### src/rtl/diferential_muxpga_grid.sv
// Mux-routed PGA grid: a 4-bit configuration shift chain programs a ROWS x COLS array of
// registered logic cells fed by din. Optional configuration parity: MUXPGA_GRID_CFG_PARITY_EN.
module diferential_muxpga_grid #(
    parameter int ROWS  = 4,
    parameter int COLS  = 3,
    parameter int W     = 4,
    parameter int CNT_W = 8
) (
    input  logic             clk,
    input  logic             reset,
    input  logic [1:0]       cmd,
    input  logic [W-1:0]     din,
    output logic [2*W-1:0]   dout,
    output logic             done,
    output logic             cfg_par
);

    localparam int N = 2 * ROWS * COLS;

    localparam logic [1:0] CMD_CFG_SHIFT  = 2'd0;
    localparam logic [1:0] CMD_RUN        = 2'd1;
    localparam logic [1:0] CMD_STEP       = 2'd2;
    localparam logic [1:0] CMD_LOAD_STEPS = 2'd3;

    logic [3:0]       cfg_q  [N];
    logic [3:0]       cfg_d  [N];
    logic [W-1:0]     cell_q [ROWS][COLS];
    logic [W-1:0]     cell_d [ROWS][COLS];
    logic [W-1:0]     grid   [ROWS+1][COLS];
    logic [CNT_W-1:0] step_cnt_q, step_cnt_d;
    logic             done_q, done_d;
    logic             fabric_en;

    function automatic logic [W-1:0] route(
        input logic [1:0]   sel,
        input logic [W-1:0] up,
        input logic [W-1:0] up_left,
        input logic [W-1:0] left,
        input logic [W-1:0] right
    );
        logic [W-1:0] v;
        case (sel)
            2'd0:    v = up;
            2'd1:    v = up_left;
            2'd2:    v = left;
            default: v = right;
        endcase
        return v;
    endfunction

    // Bit 3 of the function word is reserved, so only [2:0] is passed in.
    function automatic logic [W-1:0] cell_func(
        input logic [2:0]   fw,
        input logic [W-1:0] a,
        input logic [W-1:0] b
    );
        logic [W-1:0] f;
        case (fw[1:0])
            2'd0:    f = a | b;
            2'd1:    f = a & b;
            2'd2:    f = a ^ b;
            default: f = a;
        endcase
        return fw[2] ? ~f : f;
    endfunction

    assign fabric_en = (cmd == CMD_RUN) ||
                       ((cmd == CMD_STEP) && (step_cnt_q != '0));

    always_comb begin
        cfg_d = cfg_q;
        if (cmd == CMD_CFG_SHIFT) begin
            cfg_d[0] = din[3:0];
            for (int i = 1; i < N; i++) begin
                cfg_d[i] = cfg_q[i-1];
            end
        end
    end

    always_ff @(posedge clk or negedge reset) begin
        if (!reset) begin
            for (int i = 0; i < N; i++) begin
                cfg_q[i] <= '0;
            end
        end else begin
            cfg_q <= cfg_d;
        end
    end

    // Row 0 of the grid is the virtual din row; rows 1..ROWS are the cell registers.
    always_comb begin
        for (int c = 0; c < COLS; c++) begin
            grid[0][c] = din;
            for (int r = 1; r <= ROWS; r++) begin
                grid[r][c] = cell_q[r-1][c];
            end
        end
    end

    for (genvar r = 1; r <= ROWS; r++) begin : g_row
        for (genvar c = 0; c < COLS; c++) begin : g_col
            localparam int K  = 2 * ((r - 1) * COLS + c);
            localparam int CL = (c + COLS - 1) % COLS;
            localparam int CR = (c + 1) % COLS;

            logic [W-1:0] in1;
            logic [W-1:0] in2;

            assign in1 = route(cfg_q[K][1:0], grid[r-1][c], grid[r-1][CL],
                               grid[r][CL], grid[r][CR]);
            assign in2 = route(cfg_q[K][3:2], grid[r-1][c], grid[r-1][CL],
                               grid[r][CL], grid[r][CR]);
            assign cell_d[r-1][c] = fabric_en ? cell_func(cfg_q[K+1][2:0], in1, in2)
                                              : cell_q[r-1][c];
        end
    end

    always_ff @(posedge clk or negedge reset) begin
        if (!reset) begin
            for (int r = 0; r < ROWS; r++) begin
                for (int c = 0; c < COLS; c++) begin
                    cell_q[r][c] <= '0;
                end
            end
        end else begin
            cell_q <= cell_d;
        end
    end

    // An empty budget leaves done untouched so a finished STEP run stays flagged.
    always_comb begin
        step_cnt_d = step_cnt_q;
        done_d     = done_q;
        case (cmd)
            CMD_STEP: begin
                if (step_cnt_q != '0) begin
                    step_cnt_d = step_cnt_q - CNT_W'(1);
                    if (step_cnt_q == CNT_W'(1)) begin
                        done_d = 1'b1;
                    end
                end
            end
            CMD_LOAD_STEPS: begin
                step_cnt_d = CNT_W'(din);
                done_d     = 1'b0;
            end
            default: ;
        endcase
    end

    always_ff @(posedge clk or negedge reset) begin
        if (!reset) begin
            step_cnt_q <= '0;
            done_q     <= 1'b0;
        end else begin
            step_cnt_q <= step_cnt_d;
            done_q     <= done_d;
        end
    end

    assign done = done_q;

    always_comb begin
        dout = '0;
        if ((cmd == CMD_RUN) || (cmd == CMD_STEP)) begin
            dout = {cell_q[ROWS-1][0], cell_q[ROWS-1][COLS-1]};
        end else begin
            dout[2*W-1 -: 4] = cfg_q[N-1];
        end
    end

`ifdef MUXPGA_GRID_CFG_PARITY_EN
    logic par_d, par_q;

    always_comb begin
        par_d = 1'b0;
        for (int i = 0; i < N; i++) begin
            par_d = par_d ^ (^cfg_q[i]);
        end
    end

    always_ff @(posedge clk or negedge reset) begin
        if (!reset) begin
            par_q <= 1'b0;
        end else begin
            par_q <= par_d;
        end
    end

    assign cfg_par = par_q;
`else
    assign cfg_par = 1'b0;
`endif

endmodule

### config.mk
export PLATFORM = sky130hd
export DESIGN_NAME = diferential_muxpga_grid
export DESIGN_NICKNAME = d
export VERILOG_FILES = /design/src/rtl/diferential_muxpga_grid.sv
export SDC_FILE = /design/constraint.sdc
export NUM_CORES = 1
export LEC_CHECK = 0
export ABC_CLOCK_PERIOD_IN_PS = 2500
export BUFFER_PORTS_ARGS = -buffer_cell sky130_fd_sc_hd__buf_4
export CAP_MARGIN = 20
export CORE_MARGIN = 2
export CORE_UTILIZATION = 53
export DETAILED_ROUTE_END_ITERATION = 12
export PLACE_DENSITY_LB_ADDON = 0.25
export REMOVE_ABC_BUFFERS = 1
export SLEW_MARGIN = 20
export SYNTH_ARGS = -nofsm -noshare
export SYNTH_HDL_FRONTEND = slang
export SYNTH_SLANG_ARGS = --single-unit
export TNS_END_PERCENT = 10
### constraint.sdc
create_clock -name clk -period 2.5 [get_ports clk]
set_clock_uncertainty 0.15 [all_clocks]
set_input_delay 0.25 -clock clk [delete_from_list [all_inputs] [get_ports clk]]
set_output_delay 0.25 -clock clk [all_outputs]
set_load 0.005 [all_outputs]
==> flow_summary.yaml <==
timing:
  finalSetupViolCount: 0
  period_share: 0.9789
  hold_viol: 0
  layout_setup_ws_ns: 0.05276
  worst_pin_slew_ns: 0.5124
  whs_ns: 0.008008
  maxSlewHeadroom: 0.6584
  maxSlewViolCount: 0
  fin_crit_ns: 2.447
  rsz0062_at_grt: "yes"
  fmax_mhz: 408.6
floorplan:
  coreArea_um2: 21760
  rows: 54
  dieArea_um2: 23350
  start_util: 0.5394
  die_w_um: 152.8
  pin_count: 18
  die_h_um: 152.8
placed_design:
  port_buffers: 16
  pre_cts_slack_ns: 0.07247
  place.gp.congestion: 0.8473
  place_inst: 1274
  dp_hpwl_um: 18680
global_route:
  track_usage: 0.2367
  grt_max_degree: 44
  grt_pass1_vias: 7951
  grt-ovfl-total: 0
  grt_pass1_wl_um: 43610
  antenna_found_initial: 0
worst_setup_path:
  slowest_stage: "mux4_2"
  crit_type: "flop to flop"
  cp_cell_sequence: "mux4_2 > ha_1 > mux4_2 > xnor2_1 > o21ai_1"
  worstPathRequired_ns: 2.67
  max_stage_delay_ns: 0.58
  cp_max_fo: 6
  crit_path_frequent_cell: "mux4_2"
  crit_arrival_ns: 2.62
  crit_path_end_kind: "flop"
  startpoint_type: "flop"
route:
  wl_um: 26520
  drc: 0
  via_per_inst: 6.109
  drt_iter0_drc: 596
  first_pass_iters: 5
  drt.antenna.violating_nets: 0
  vias: 7990
  wl_per_cell_um: 20.28
synthesis:
  syn_area_um2: 11740
  syn_avg_cell_area_um2: 11.27
  ys_types: 52
  synthCells: 1041
  yosys_most_used_dff: "dfrtp_1"
  synth-seq-cells: 153
  yosysSeqAreaShare: 0.3263
  postSynth.asyncResetShare: 1.000
  synth_edf_count: 0
  yosys_warnings: 0
layout:
  antenna_cells: 0
  drive_gt1_frac: 0.2918
  fin_nets: 1125
  final_util: 0.5843
  syn_to_final_growth_pct: 8.316
  mostFrequentLayoutCell: "dfrtp_1"
  fin_cells: 1308
  final_cell_mix: "dfrtp_1 (141), inv_1 (138), mux4_2 (107)"
clock_tree:
  cts_sinks: 153
  cts_setup_buffers: 0
  clkSlewWorstSetupHoldPaths_ns: 0.07
  tritoncts: "yes"
  cts.path.max_buffers: 2
  clock_latency_ns: 0.44
  ctsRootBufferMaster: "clkbuf_16"
  cts_made_buffers: 17
  htreeDepth: 4
worst_hold_path:
  worstHoldPathType: "input port to flop"
run_status:
  status: "finished, final reports clean"
pwr:
  cellLeakagePower_uw: 0.005742
  power_per_cell_area_nw_per_um2: 1314
  ir_drop_v: 0.0006356
flow_run:
  cap_violations: 0
[area by class of cell]
type / count / area (um^2)
fill: 1799 / 9045
multi-input combinational: 664 / 7004
sequential: 153 / 3844
inverter: 138 / 518.0
clock buffer: 17 / 425.4
timing repair buffer: 41 / 404.1
tap: 280 / 350.3
clock inverter: 15 / 165.2
[per-layer routing]
metal,up-vias,wire (um),GRT usage
met5,-,0,0
met4,0,389,0.05423
met3,29,1224,0.03811
met2,201,13410,0.3989
met1,4111,11500,0.3248
li1,3649,-,-
[worst paths after layout]
| kind | startpoint | to | slack [ns] | depth (start not counted) |
|---|---|---|---|---|
| min reg2reg | cfg_q[19] | cfg_q[15] | 0.35 | 1 |
| max | cfg_q[70] | cell_q[35] | 0.05 | 5 |
| min | din[0] | step_cnt_q[0] | 0.008 | 3 |
| max in group asynchronous | reset | cfg_q[38] | 1.40 | 3 |
| max reg2reg | cfg_q[70] | cell_q[35] | 0.05 | 5 |
| min in group asynchronous | reset | cfg_q[91] | 0.16 | 2 |
[synthesized netlist by cell type, drive strengths merged, types with 2 or more instances]
master	instances	share of area
dfrtp	153	0.33
inv	138	0.044
mux4	108	0.21
ha	102	0.11
mux2	101	0.097
nand2	65	0.021
clkbuf	55	0.018
nor2	48	0.015
o21ai	38	0.016
xnor2	36	0.027
buf	31	0.017
a21oi	27	0.012
mux2i	24	0.020
a211oi	15	0.0096
a21o	12	0.0077
nor4	11	0.0059
or2	9	0.0048
o31a	8	0.0060
o31ai	8	0.0051
nor2b	7	0.0037
and2	5	0.0027
nor3	4	0.0017
or4	4	0.0026
nand3	3	0.0013
nor3b	3	0.0019
o211ai	3	0.0019
a221o	2	0.0017
a22o	2	0.0015
a31oi	2	0.0011
o211a	2	0.0017
o32ai	2	0.0015
[power breakdown]
group,switching (uW),internal (uW),leakage [uW]
sequential,2350,3380,0.00189
clock,1170,1490,0.000288
combinational,3380,4940,0.00356
total,6900,9810,0.00574
[worst max-delay path, delay by kind of cell, from the launching register on]
| kind | cells | cell delay (ns) |
|---|---|---|
| AOI/OAI and AO/OA | 1 | 0.09 |
| xor gates and xnor gates | 1 | 0.22 |
| adders and majority gates | 1 | 0.28 |
| DFF | 1 | 0.53 |
| muxes | 2 | 1.06 |
[cells by family after synthesis]
family	Yosys count	synth area share
AO/OA/AOI/OAI	126	0.06877
XOR/XNOR	36	0.02687
adder cells (fa/ha/maj)	102	0.1088
buffers and inverters	224	0.07890
flip-flops	153	0.3263
multiplexers	233	0.3250
other	1	0.0003196
AND/OR/NAND/NOR	166	0.06515
[sequential cells by signal, indices dropped and copies added (netlist names)]
register and flops:
cell_q 48, cfg_q 96, step_cnt_q 8, done 1
[timing repair]
item	in CTS	in global routing
gates resized for setup	0	12
hold buffers	2	0
setup endpoints to repair	0	14
hold endpoints to repair	80	0
[stage by stage]
step	total power (uW)	area [um^2]	TNS [ns]
6_report	16710	12710	0
5_1_grt	18110	12710	-0.006196
4_1_cts	16780	12700	0
3_5_place_dp	13970	12090	0
3_3_place_gp	13510	12090	0
2_1_floorplan	11610	11330	-160.06
(Power assumes the default switching activity.)
